**src/rtl/sram_word_adapter_pkg.sv**
```systemverilog
// Shared types and constants for the word-to-byte SRAM adapter.
// Widths here must match the 4096x8 SRAM wrapper.
package sram_word_adapter_pkg;

  localparam int ADDR_W     = 12;
  localparam int DATA_W     = 8;
  localparam int WORD_BYTES = 4;
  localparam int LANE_W     = $clog2(WORD_BYTES);
  localparam int WORD_W     = DATA_W * WORD_BYTES;

  typedef logic [LANE_W-1:0]     lane_t;
  typedef logic [WORD_BYTES-1:0] mask_t;
  typedef logic [ADDR_W-1:0]     addr_t;
  typedef logic [DATA_W-1:0]     byte_t;
  typedef logic [WORD_W-1:0]     word_t;

  typedef enum logic [1:0] {
    IDLE   = 2'd0,
    ACCESS = 2'd1,
    RESP   = 2'd2
  } state_e;

  function automatic addr_t word_base(addr_t a);
    return {a[ADDR_W-1:LANE_W], {LANE_W{1'b0}}};
  endfunction

  // Lane replaces the low bits, so a word never carries into the next one.
  function automatic addr_t lane_addr(addr_t a, lane_t l);
    return {a[ADDR_W-1:LANE_W], l};
  endfunction

  function automatic byte_t word_byte(word_t w, lane_t l);
    return w[int'(l)*DATA_W +: DATA_W];
  endfunction

  function automatic logic misaligned(addr_t a);
    return a[LANE_W-1:0] != '0;
  endfunction

endpackage

```
**src/rtl/sram_word_adapter_if.sv**
```systemverilog
// Core-side request/response bus plus SRAM wrapper pins.
// slave = adapter view, master = environment view.
interface sram_word_adapter_if;
  import sram_word_adapter_pkg::*;

  logic  req_valid;
  logic  req_ready;
  logic  req_we;
  addr_t req_addr;
  mask_t req_be;
  word_t req_wdata;

  logic  resp_valid;
  logic  resp_ready;
  word_t resp_rdata;
  logic  resp_err;

  logic  cs;
  logic  wen;
  addr_t addressBus;
  byte_t memDataIN;
  logic  memReady;
  byte_t memDataOut;

  modport slave (
    input  req_valid,
    output req_ready,
    input  req_we,
    input  req_addr,
    input  req_be,
    input  req_wdata,
    output resp_valid,
    input  resp_ready,
    output resp_rdata,
    output resp_err,
    output cs,
    output wen,
    output addressBus,
    output memDataIN,
    input  memReady,
    input  memDataOut
  );

  modport master (
    output req_valid,
    input  req_ready,
    output req_we,
    output req_addr,
    output req_be,
    output req_wdata,
    input  resp_valid,
    output resp_ready,
    input  resp_rdata,
    input  resp_err,
    input  cs,
    input  wen,
    input  addressBus,
    input  memDataIN,
    output memReady,
    output memDataOut
  );

endinterface

```
**src/rtl/sram_lane_picker.sv**
```systemverilog
// Finds the next enabled byte lane at/after the current one.
// last_o says no enabled lane remains beyond next_o.
module sram_lane_picker
  import sram_word_adapter_pkg::*;
(
  input  mask_t mask_i,
  input  lane_t lane_i,
  input  logic  incl_i,
  output lane_t next_o,
  output logic  found_o,
  output logic  last_o
);

  // Ascending priority scan; incl_i lets the current lane qualify.
  always_comb begin
    next_o  = '0;
    found_o = 1'b0;
    last_o  = 1'b1;
    for (int i = 0; i < WORD_BYTES; i++) begin
      if (mask_i[i] &&
          ((lane_t'(i) > lane_i) ||
           (incl_i && (lane_t'(i) == lane_i)))) begin
        if (!found_o) begin
          next_o  = lane_t'(i);
          found_o = 1'b1;
        end else begin
          last_o = 1'b0;
        end
      end
    end
  end

endmodule

```
**src/rtl/sram_word_adapter.sv**
```systemverilog
// Splits 32-bit word requests into byte beats on the SRAM wrapper
// and returns one assembled response per request.
module sram_word_adapter
  import sram_word_adapter_pkg::*;
(
  input logic clk,
  input logic rst,
  sram_word_adapter_if.slave bus
);

  state_e state_q, state_d;
  logic   we_q, we_d;
  addr_t  base_q, base_d;
  mask_t  mask_q, mask_d;
  word_t  wdata_q, wdata_d;
  word_t  rdata_q, rdata_d;
  logic   err_q, err_d;
  lane_t  lane_q, lane_d;
  logic   last_q, last_d;
  logic   cs_q, cs_d;
  logic   wen_q, wen_d;
  addr_t  abus_q, abus_d;
  byte_t  dout_q, dout_d;

  mask_t  pick_mask;
  lane_t  pick_lane;
  logic   pick_incl;
  lane_t  pick_next;
  logic   pick_found;
  logic   pick_last;

  sram_lane_picker u_pick (
    .mask_i  (pick_mask),
    .lane_i  (pick_lane),
    .incl_i  (pick_incl),
    .next_o  (pick_next),
    .found_o (pick_found),
    .last_o  (pick_last)
  );

  assign bus.req_ready  = (state_q == IDLE);
  assign bus.resp_valid = (state_q == RESP);
  assign bus.resp_rdata = rdata_q;
  assign bus.resp_err   = err_q;
  assign bus.cs         = cs_q;
  assign bus.wen        = wen_q;
  assign bus.addressBus = abus_q;
  assign bus.memDataIN  = dout_q;

  // Next-state, beat sequencing and SRAM pin updates.
  always_comb begin
    state_d   = state_q;
    we_d      = we_q;
    base_d    = base_q;
    mask_d    = mask_q;
    wdata_d   = wdata_q;
    rdata_d   = rdata_q;
    err_d     = err_q;
    lane_d    = lane_q;
    last_d    = last_q;
    cs_d      = cs_q;
    wen_d     = wen_q;
    abus_d    = abus_q;
    dout_d    = dout_q;
    pick_mask = mask_q;
    pick_lane = lane_q;
    pick_incl = 1'b0;

    unique case (state_q)
      IDLE: begin
        pick_mask = bus.req_we ? bus.req_be : '1;
        pick_lane = '0;
        pick_incl = 1'b1;
        if (bus.req_valid) begin
          we_d    = bus.req_we;
          base_d  = word_base(bus.req_addr);
          mask_d  = pick_mask;
          wdata_d = bus.req_wdata;
          rdata_d = '0;
          err_d   = 1'b0;
          if (misaligned(bus.req_addr)) begin
            err_d   = 1'b1;
            state_d = RESP;
          end else if (!pick_found) begin
            state_d = RESP;
          end else begin
            state_d = ACCESS;
            lane_d  = pick_next;
            last_d  = pick_last;
            cs_d    = 1'b1;
            wen_d   = bus.req_we;
            abus_d  = lane_addr(bus.req_addr, pick_next);
            dout_d  = word_byte(bus.req_wdata, pick_next);
          end
        end
      end
      ACCESS: begin
        if (bus.memReady) begin
          if (!we_q) begin
            rdata_d[int'(lane_q)*DATA_W +: DATA_W] = bus.memDataOut;
          end
          if (last_q) begin
            state_d = RESP;
            cs_d    = 1'b0;
            wen_d   = 1'b0;
          end else begin
            lane_d = pick_next;
            last_d = pick_last;
            abus_d = lane_addr(base_q, pick_next);
            dout_d = word_byte(wdata_q, pick_next);
          end
        end
      end
      RESP: begin
        if (bus.resp_ready) begin
          state_d = IDLE;
          err_d   = 1'b0;
        end
      end
      default: begin
        state_d = IDLE;
        cs_d    = 1'b0;
        wen_d   = 1'b0;
      end
    endcase
  end

  // State and datapath registers with synchronous reset.
  always_ff @(posedge clk) begin
    if (rst) begin
      state_q <= IDLE;
      we_q    <= 1'b0;
      base_q  <= '0;
      mask_q  <= '0;
      wdata_q <= '0;
      rdata_q <= '0;
      err_q   <= 1'b0;
      lane_q  <= '0;
      last_q  <= 1'b0;
      cs_q    <= 1'b0;
      wen_q   <= 1'b0;
      abus_q  <= '0;
      dout_q  <= '0;
    end else begin
      state_q <= state_d;
      we_q    <= we_d;
      base_q  <= base_d;
      mask_q  <= mask_d;
      wdata_q <= wdata_d;
      rdata_q <= rdata_d;
      err_q   <= err_d;
      lane_q  <= lane_d;
      last_q  <= last_d;
      cs_q    <= cs_d;
      wen_q   <= wen_d;
      abus_q  <= abus_d;
      dout_q  <= dout_d;
    end
  end

endmodule

```
**src/flat_wrapper.sv**
```systemverilog
// flat-port wrapper written by rule: the top's interface ports become plain ports
module sram_word_adapter_flat import sram_word_adapter_pkg::*;
  (clk, rst, bus_req_valid, bus_req_ready, bus_req_we, bus_req_addr, bus_req_be, bus_req_wdata, bus_resp_valid, bus_resp_ready, bus_resp_rdata, bus_resp_err, bus_cs, bus_wen, bus_addressBus, bus_memDataIN, bus_memReady, bus_memDataOut);
  sram_word_adapter_if bus_i ();
  input logic clk;
  input logic rst;
  input wire logic [$bits(bus_i.req_valid)-1:0] bus_req_valid;
  output wire logic [$bits(bus_i.req_ready)-1:0] bus_req_ready;
  input wire logic [$bits(bus_i.req_we)-1:0] bus_req_we;
  input wire logic [$bits(bus_i.req_addr)-1:0] bus_req_addr;
  input wire logic [$bits(bus_i.req_be)-1:0] bus_req_be;
  input wire logic [$bits(bus_i.req_wdata)-1:0] bus_req_wdata;
  output wire logic [$bits(bus_i.resp_valid)-1:0] bus_resp_valid;
  input wire logic [$bits(bus_i.resp_ready)-1:0] bus_resp_ready;
  output wire logic [$bits(bus_i.resp_rdata)-1:0] bus_resp_rdata;
  output wire logic [$bits(bus_i.resp_err)-1:0] bus_resp_err;
  output wire logic [$bits(bus_i.cs)-1:0] bus_cs;
  output wire logic [$bits(bus_i.wen)-1:0] bus_wen;
  output wire logic [$bits(bus_i.addressBus)-1:0] bus_addressBus;
  output wire logic [$bits(bus_i.memDataIN)-1:0] bus_memDataIN;
  input wire logic [$bits(bus_i.memReady)-1:0] bus_memReady;
  input wire logic [$bits(bus_i.memDataOut)-1:0] bus_memDataOut;
  assign bus_i.req_valid = bus_req_valid;
  assign bus_req_ready = bus_i.req_ready;
  assign bus_i.req_we = bus_req_we;
  assign bus_i.req_addr = bus_req_addr;
  assign bus_i.req_be = bus_req_be;
  assign bus_i.req_wdata = bus_req_wdata;
  assign bus_resp_valid = bus_i.resp_valid;
  assign bus_i.resp_ready = bus_resp_ready;
  assign bus_resp_rdata = bus_i.resp_rdata;
  assign bus_resp_err = bus_i.resp_err;
  assign bus_cs = bus_i.cs;
  assign bus_wen = bus_i.wen;
  assign bus_addressBus = bus_i.addressBus;
  assign bus_memDataIN = bus_i.memDataIN;
  assign bus_i.memReady = bus_memReady;
  assign bus_i.memDataOut = bus_memDataOut;
  sram_word_adapter u_core (.clk(clk), .rst(rst), .bus(bus_i));
endmodule
```
**config.mk**
```make
export PLATFORM = sky130hd
export DESIGN_NAME = sram_word_adapter_flat
export DESIGN_NICKNAME = d
export VERILOG_FILES = /design/src/rtl/sram_word_adapter_pkg.sv /design/src/rtl/sram_word_adapter_if.sv /design/src/rtl/sram_lane_picker.sv /design/src/rtl/sram_word_adapter.sv /design/src/flat_wrapper.sv
export SDC_FILE = /design/constraint.sdc
export NUM_CORES = 1
export LEC_CHECK = 0
export BUFFER_PORTS_ARGS = -buffer_cell sky130_fd_sc_hd__buf_2
export CAP_MARGIN = 20
export CORE_MARGIN = 5
export CORE_UTILIZATION = 40
export CTS_CLUSTER_SIZE = 30
export DETAILED_ROUTE_END_ITERATION = 12
export HOLD_SLACK_MARGIN = 0.15
export SKIP_LAST_GASP = 1
export SLEW_MARGIN = 10
export SYNTH_ARGS = -nofsm -noshare
export SYNTH_HDL_FRONTEND = slang
export SYNTH_SLANG_ARGS = --single-unit
```
**constraint.sdc**
```tcl
create_clock -name clk -period 2.7 [get_ports clk]
set_input_delay 0.54 -clock clk [delete_from_list [all_inputs] [get_ports clk]]
set_output_delay 0.54 -clock clk [all_outputs]
set_load 0.01 [all_outputs]
```
==> flow_metrics.tcl, run 1 <==
set metrics [dict create \
    status "complete, no violations" \
    viasPerCell 5.305 \
    grt.total_usage_pct 18.12 \
    use_met1_pct 25.09 \
    pwr-share-comb_pct 16.5 \
    yosys_warnings 0 \
    setup_viol_count_final 0 \
    drc 0 \
    ant_nets 0 \
    min_delay_worst_endpoint "u_core.wdata_q[31]" \
    fill_cells 1132 \
    postCtsSetupBuffers 0 \
    placed_cells 791 \
    grt_pass1_wl_um 21070 \
    synthCells 554 \
    clk_pin_slew_ns 0.07 \
    power.share.clock_pct 37.1 \
    tightestPinTransition_ns 0.6661 \
    hold_path_class "primary input to flip-flop" \
    final_util_pct 49.89 \
    seq_area_frac_synth_pct 44.13 \
    grt_pass1_vias 4026 \
    powerDensity_nw_per_um2 626.4 \
    postCtsHoldBufs 0 \
    switching_share_pct 26.83 \
    area_growth_pct 21.24 \
    finalHoldViolations 0 \
    multi_input_area_um2 2431 \
    seqPwrFrac_pct 46.4 \
    tns_ns 0 \
    period_share_pct 86.71 \
    dieHeight_um 118.6 \
    cts-root-buf "clkbuf_16" \
    drt_wl_total_um 12950 \
    fin_ws_ns 0.3588 \
    wl_per_cell_um 16.05 \
    cts_sinks 104 \
    net-switching-power_mw 0.9615 \
    cts-resized-gates 0 \
    core_area_um2 11470 \
    gp_congestion 0.8294 \
    synth_area_um2 4718 \
    die_w_um 118.6 \
    internal_power_mw 2.622 \
    finalClockSkew_ns 0.008469 \
    rsz0062_at_grt "false" \
    grtUsageMet3_pct 4.776 \
    ff_latch_area_um2 2082 \
    path_max_fanout 12 \
    dp_slack_ns 0.2423 \
    synth_flop_cell "dfxtp_1" \
    num_vias 4281 \
    gr-total-overflow 0 \
    rows 39 \
    place_hpwl_um 9453 \
    clock_latency_ns 0.35 \
    ys_ff_latch 104 \
    die-area_um2 14070 \
    r2r_start "u_core.state_q[1]" \
    diodes 0 \
    peakVddDrop_mv 0.3453 \
    finalNonFillerCells 807 \
    drive_gt1_share_pct 23.34 \
    p_leak_nw 2.537 \
    fmaxAchievable_mhz 427.1 \
    post-route-min-period_ns 2.341 \
    max_cap_viol_count 0 \
    synth_most_common_cell "nand2_1" \
    cp.arrival_ns 2.54 \
    slew_violations 0 \
    clock_path_buffers 2 \
    initialDrtViolationCount 370 \
    dr.pass1.iters 5 \
    cp.required_ns 2.90 \
    synth_top_cells_by_count "128 x nand2_1, 104 x dfxtp_1, 84 x a21oi_1" \
    grt_max_degree 52 \
    syn-num-nets 620 \
    critPathLaunchType "flip-flop" \
    ios 119 \
    netlist_top_cells_area "dfxtp_1 44%, nand2_1 10%, a21oi_1 8.9%" \
    hold_path.startpoint "bus_req_wdata[31]" \
    port_buffers 118 \
    cts_buffers 9 \
    avgSynthCellArea_um2 8.517 \
    holdWs_ns 0.4337 \
    r2r_cells 7 \
    r2r_slack_ns 0.36 \
    cts_tree "yes" \
    synth_edf_count 0 \
    worstSetupEndpointType "flip-flop" \
    slew_headroom_pct 55.53 \
    top_usage_layer "met2" \
    start_util_pct 41.15 \
    yosys.area.top_type "dfxtp_1" \
    holdPathStages 3 \
    htreeDepth 3 \
    netlist-cell-type-count 46 \
    async_flop_share_pct 0 \
    nNetsFinal 725 \
    crit_type "flip-flop to flip-flop" \
    antenna_found_initial 0 \
    synth_top_area_share_pct 44.13 \
    grtUsageMet2_pct 27.38 \
    timing.rr.end "u_core.bus.memDataIN[4]" \
]
## sequential cells by signal, indices dropped and copies added (netlist names), 2 cells and up
register and count:
u_core.base_q 10, u_core.bus.resp_rdata 32, u_core.bus.addressBus 11, u_core.state_q 2, u_core.bus.memDataIN 8, u_core.wdata_q 32
u_core.mask_q 3
## cells by family (layout without fill, tap and decap cells)
group / count (synthesis) / count (layout) / share of synthesized area [%]
adder cells (fa/ha/maj): 4 / 4 / 1.061
flip-flops: 104 / 104 / 44.13
AO/OA/AOI/OAI: 130 / 130 / 16.63
multiplexers: 49 / 49 / 13.34
AND/OR/NAND/NOR: 222 / 222 / 20.26
XOR/XNOR: 1 / 1 / 0.1857
buffers and inverters: 44 / 154 / 4.402
## power by group through the flow
stage	clock (mW)	sequential, mW	combinational (mW)
after global routing	1.43	1.67	0.655
final	1.33	1.66	0.591
after global placement	0	1.69	0.580
after detailed placement	0	1.70	0.591
after CTS	1.36	1.66	0.595
after floorplan	0	1.70	0.400
## layer usage
metal	up-vias	wire [um]
met5	-	0
met4	0	207
met3	14	841
met2	127	5821
met1	2007	6082
li1	2133	-
## area by class of cell
class	count	area share, %
Inverter	8	0.5687
Timing Repair Buffer	130	12.16
Clock inverter	3	0.6999
Multi-Input combinational cell	406	42.50
Clock buffer	13	4.549
Sequential cell	104	36.40
Tap cell	143	3.128
## worst max-delay path, stage by stage, from the launching register on
cell	delay (ns)
dfxtp_1	0.38
or2_4	0.28
inv_4	0.14
a31oi_4	0.05
a22oi_4	0.47
mux4_1	0.63
mux2i_1	0.16
a211oi_1	0.09
## layout by cell type (no fill, tap or decap), drive strengths merged, types with 3 or more instances in the layout
| master | count |
|---|---|
| a211oi | 19 |
| a21oi | 84 |
| a31oi | 3 |
| buf | 130 |
| clkbuf | 13 |
| dfxtp | 104 |
| ha | 4 |
| inv | 8 |
| mux2i | 40 |
| mux4 | 9 |
| nand2 | 128 |
| nand2b | 6 |
| nand3 | 35 |
| nor2 | 30 |
| nor2b | 4 |
| nor3 | 6 |
| nor3b | 3 |
| o21a | 3 |
| o21ai | 11 |
## through the flow
step | total power, mW | area (um2)
after floorplan | 2.097 | 4718
after global placement | 2.274 | 5420
after detailed placement | 2.289 | 5420
after CTS | 3.617 | 5720
after global routing | 3.755 | 5720
final | 3.583 | 5720
## worst max path at each step
stage / start / to / slack [ns] / cells after the start
finish: u_core.state_q[1] / u_core.bus.memDataIN[4] / 0.36 / 7
global route: u_core.bus.addressBus[1] / u_core.bus.memDataIN[4] / 0.23 / 6
CTS: u_core.bus.addressBus[1] / u_core.bus.memDataIN[4] / 0.36 / 6
detailed placement: bus_req_we / u_core.bus.memDataIN[4] / 0.24 / 7
global placement: bus_req_be[0] / u_core.bus.memDataIN[5] / 0.31 / 7
floorplan: bus_req_be[0] / u_core.bus.memDataIN[6] / 0.50 / 7
No activity file was read; power rests on OpenSTA's default activity.
==> inputs of run 2 (changes only) <==
Settings changed: CORE_ASPECT_RATIO set to 1.75.
==> flow_metrics.tcl, run 2 (synthesized netlist as in run 1, its figures left out) <==
set metrics [dict create \
    dieHeight_um 153.7 \
    powerDensity_nw_per_um2 633.0 \
    final_util_pct 49.41 \
    slew_violations 0 \
    wl_per_cell_um 16.36 \
    grt_pass1_wl_um 20850 \
    die-area_um2 14150 \
    cts_sinks 104 \
    gp_congestion 0.8164 \
    setup_viol_count_final 0 \
    drive_gt1_share_pct 23.56 \
    tns_ns 0 \
    tightestPinTransition_ns 0.9753 \
    final_cell_area_um2 5722 \
    grt_max_degree 59 \
    cp.required_ns 2.87 \
    ant_nets 0 \
    clk_pin_slew_ns 0.07 \
    fmaxAchievable_mhz 441.5 \
    grt_pass1_vias 4132 \
    viasPerCell 5.334 \
    diodes 0 \
    period_share_pct 83.89 \
    antenna_found_initial 0 \
    status "complete, no violations" \
    cts-resized-gates 0 \
    clock_latency_ns 0.34 \
    drc 0 \
    area_growth_pct 21.27 \
    port_buffers 118 \
    rsz0062_at_grt "false" \
    ios 119 \
    htreeDepth 3 \
    postCtsHoldBufs 0 \
    total_power_mw 3.622 \
    fin_ws_ns 0.4349 \
    hold_path_class "primary input to flip-flop" \
    slowest_delay_ns 0.58 \
    place_hpwl_um 9873 \
    num_vias 4251 \
    drt_wl_total_um 13040 \
    peakVddDrop_mv 0.3745 \
    cp.arrival_ns 2.44 \
    placed_area_um2 5411 \
    cp_top_family "multiplexers" \
    post-route-min-period_ns 2.265 \
    fill_cells 1153 \
    finalHoldViolations 0 \
    finalClockSkew_ns 0.005537 \
    grt.total_usage_pct 18.55 \
    cts_buffers 9 \
    initialDrtViolationCount 199 \
    p_leak_nw 2.532 \
    start_util_pct 40.74 \
    clock_path_buffers 2 \
    cts_tree "yes" \
    dp_slack_ns 0.2554 \
    postCtsSetupBuffers 0 \
    cp_slowest_cell "mux4_1" \
    critPathLaunchType "flip-flop" \
    dr.pass1.iters 4 \
    core_area_um2 11580 \
    critical_path_buf_inv_count 1 \
    cts-root-buf "clkbuf_16" \
    slew_headroom_pct 34.73 \
    die_w_um 92.10 \
    rows 52 \
    path_max_fanout 13 \
    max_cap_viol_count 0 \
    crit_chain "nand2b_1, nand3_1, a22oi_4, buf_4, mux4_1, mux2i_1, a211oi_1" \
    gr-total-overflow 0 \
    nNetsFinal 724 \
    crit_type "flip-flop to flip-flop" \
    layout_commonest_cell "nand2_1" \
    worstSetupEndpointType "flip-flop" \
    layout_common_cells "128 x nand2_1, 117 x buf_2, 104 x dfxtp_1" \
]
-- run 2: cell count changes in the layout (fill, tap and decap cells not counted), sizes merged --
cell	change
clkbuf	-4
clkinvlp	+2
buf	-1
bufinv	+1
-- run 2: worst min-delay path, cell delays in order --
cell	delay, ns
buf_2	0.10
nand2_1	0.05
a21oi_1	0.05
-- run 2: cell type report --
type | instances | area (um2) | area share, %
multi-input combinational | 406 | 2440 | 42.64
sequential | 104 | 2082 | 36.39
timing repair buffer | 129 | 688.2 | 12.03
clock buffer | 9 | 225.2 | 3.936
tap | 135 | 168.9 | 2.952
clock inverter | 6 | 85.08 | 1.487
inverter | 8 | 32.53 | 0.5686
-- run 2: final timing paths --
path / cells past startpoint / slack, ns / startpoint / to
hold / removal: 3 / 0.44 / bus_req_wdata[17] / u_core.wdata_q[17]
setup reg to reg: 7 / 0.43 / u_core.bus.addressBus[1] / u_core.bus.memDataIN[4]
hold reg to reg: 2 / 0.45 / u_core.bus.resp_rdata[0] / u_core.bus.resp_rdata[0]
setup / recovery: 7 / 0.43 / u_core.bus.addressBus[1] / u_core.bus.memDataIN[4]
-- run 2: power by group --
group          switching [mW]  internal, mW
registers              0.0480          1.61
logic                   0.352         0.241
clock network           0.563         0.804
-- run 2: per-layer routing --
metal	up-vias	GRT usage, %	wire [um]
li1	2135	-	-
met1	2008	19.08	4826
met2	97	36.61	7470
met3	11	3.716	570
met4	0	5.741	174
met5	-	0	0
-- run 2: stage by stage --
| step | hold WS (ns) | std cells |
|---|---|---|
| after floorplan | 0.4311 | 554 |
| after global placement | 0.4322 | 782 |
| after detailed placement | 0.4410 | 782 |
| after CTS | 0.4280 | 797 |
| after global routing | 0.4361 | 797 |
| final | 0.4408 | 797 |
==> inputs of run 3 (changes only) <==
Settings changed: PLACE_DENSITY set to 0.65.
Clock period 2.7 ns to 1.9 ns, I/O delays scaled along.
==> flow_metrics.tcl, run 3 (synthesized netlist as in run 1, its figures left out) <==
set metrics [dict create \
    holdWs_ns 0.2798 \
    cp_top_family "multiplexers" \
    post-route-min-period_ns 2.007 \
    finalClockSkew_ns 0.005634 \
    slew_violations 0 \
    clk_pin_slew_ns 0.07 \
    dp_slack_ns -0.1683 \
    layout_common_cells "128 x nand2_1, 117 x buf_2, 101 x dfxtp_1" \
    internal_power_mw 4.038 \
    total_power_mw 5.477 \
    placed_area_um2 5662 \
    cp.required_ns 2.11 \
    diodes 0 \
    max_cap_viol_count 0 \
    die_w_um 92.10 \
    dr.pass1.iters 4 \
    peakVddDrop_mv 0.4813 \
    slowest_delay_ns 0.49 \
    critical_path_buf_inv_count 3 \
    area_growth_pct 29.17 \
    worstSetupEndpointType "flip-flop" \
    port_buffers 118 \
    grt.total_usage_pct 18.49 \
    cts_buffers 9 \
    switching_share_pct 26.28 \
    start_util_pct 40.74 \
    timing.rr.end "u_core.bus.memDataIN[7]" \
    nNetsFinal 752 \
    rows 52 \
    setup_viol_count_final 8 \
    hold_path_class "primary input to flip-flop" \
    grt_max_degree 46 \
    clock_path_buffers 2 \
    final_cell_area_um2 6095 \
    drt_wl_total_um 13520 \
    r2r_slack_ns -0.11 \
    cp_slowest_cell "mux4_2" \
    period_share_pct 105.6 \
    holdPathStages 3 \
    net-switching-power_mw 1.439 \
    slew_headroom_pct 62.09 \
    grt_pass1_wl_um 20740 \
    drive_gt1_share_pct 28.94 \
    status "finished, violations left" \
    cts-root-buf "clkbuf_16" \
    wl_per_cell_um 16.37 \
    gr-total-overflow 0 \
    htreeDepth 3 \
    cts_sinks 104 \
    finalHoldViolations 0 \
    cts_tree "yes" \
    tightestPinTransition_ns 0.5649 \
    layout_commonest_cell "nand2_1" \
    postCtsHoldBufs 0 \
    dieHeight_um 153.7 \
    violations "negative setup slack" \
    antenna_found_initial 0 \
    crit_type "flip-flop to flip-flop" \
    seqPwrFrac_pct 43.0 \
    p_leak_nw 2.698 \
    grt_pass1_vias 4200 \
    place_hpwl_um 10070 \
    rsz0062_at_grt "true" \
    path_max_fanout 7 \
    ant_nets 0 \
    core_area_um2 11580 \
    r2r_start "u_core.state_q[0]" \
    r2r_cells 9 \
    drc 0 \
    tns_ns -0.4571 \
    fin_ws_ns -0.1068 \
    pwr-share-comb_pct 18.4 \
    gp_congestion 0.8819 \
    power.share.clock_pct 38.6 \
    critPathLaunchType "flip-flop" \
    ios 119 \
    clock_latency_ns 0.34 \
    cp.arrival_ns 2.22 \
    powerDensity_nw_per_um2 898.7 \
    hold_path.startpoint "bus_req_wdata[27]" \
    viasPerCell 5.334 \
    num_vias 4406 \
    die-area_um2 14150 \
    fmaxAchievable_mhz 498.3 \
    initialDrtViolationCount 166 \
    min_delay_worst_endpoint "u_core.wdata_q[27]" \
    crit_chain "or2_4, inv_4, a31oi_4, a22oi_4, buf_12, buf_8, mux4_2, mux2i_1, a211oi_1" \
    fill_cells 1119 \
]
==> run 3: cell count changes in the layout (fill, tap and decap cells not counted), moves of 2 or more <==
cell | previous run | this run
mux4_2 | 2 | 6
dfxtp_1 | 104 | 101
buf_12 | 1 | 7
o21ai_0 | 5 | 3
mux4_1 | 7 | 3
mux2i_1 | 40 | 35
buf_4 | 11 | 30
o21ai_1 | 5 | 7
mux2i_2 | 0 | 5
dfxtp_2 | 0 | 2
==> run 3: how the worst max path moves through the flow <==
| stage | from | to | slack [ns] | cells past startpoint |
|---|---|---|---|---|
| after CTS | u_core.state_q[0] | u_core.bus.memDataIN[7] | -0.09 | 8 |
| after global placement | bus_req_be[0] | u_core.bus.memDataIN[5] | -0.14 | 9 |
| final | u_core.state_q[0] | u_core.bus.memDataIN[7] | -0.11 | 9 |
| after floorplan | u_core.state_q[1] | u_core.bus.memDataIN[6] | -0.16 | 8 |
| after global routing | u_core.state_q[0] | u_core.bus.memDataIN[1] | -0.16 | 9 |
| after detailed placement | bus_req_be[0] | u_core.bus.memDataIN[2] | -0.17 | 9 |
==> run 3: timing repair <==
| item | 4_1_cts | 5_1_grt |
|---|---|---|
| resized for setup | 3 | 18 |
| setup buffers | 0 | 3 |
| setup endpoints to repair | 8 | 74 |
| pin swaps | 0 | 4 |
| gates cloned | 0 | 1 |
==> run 3: metrics by stage <==
step | utilization [%] | instances
finish | 52.63 | 826
global route | 52.63 | 826
CTS | 51.96 | 822
detailed placement | 48.89 | 806
global placement | 48.89 | 806
floorplan | - | 554
==> run 3: final cells by class <==
type	instances	area (um2)	area share (%)
well taps	135	168.9	2.772
multi-input cells	406	2459	40.34
flip-flops and latches	104	2088	34.26
repair buffers	157	1002	16.44
clock inverters	7	118.9	1.950
inverters	8	32.53	0.5338
clock buffers	9	225.2	3.695
==> run 3: power by group through the flow <==
stage	logic [mW]	registers [mW]	clock network (mW)
global placement	0.927	2.40	0
global route	1.09	2.37	2.26
floorplan	0.569	2.41	0
CTS	0.960	2.35	2.18
detailed placement	0.948	2.40	0
finish	1.01	2.36	2.11
==> run 3: per-layer routing <==
metal | global-route usage, % | up-vias | wire length [um]
met1 | 18.42 | 2086 | 4891
met3 | 4.254 | 16 | 562
met5 | 0 | - | 0
met2 | 36.12 | 117 | 7787
li1 | - | 2187 | -
met4 | 7.087 | 0 | 279
==> run 3: worst min-delay path, delay by kind of cell <==
family,cells,cell delay (ns)
buffers and inverters,1,0.10
and+or+nand+nor,1,0.05
AOI/OAI and AO/OA,1,0.05
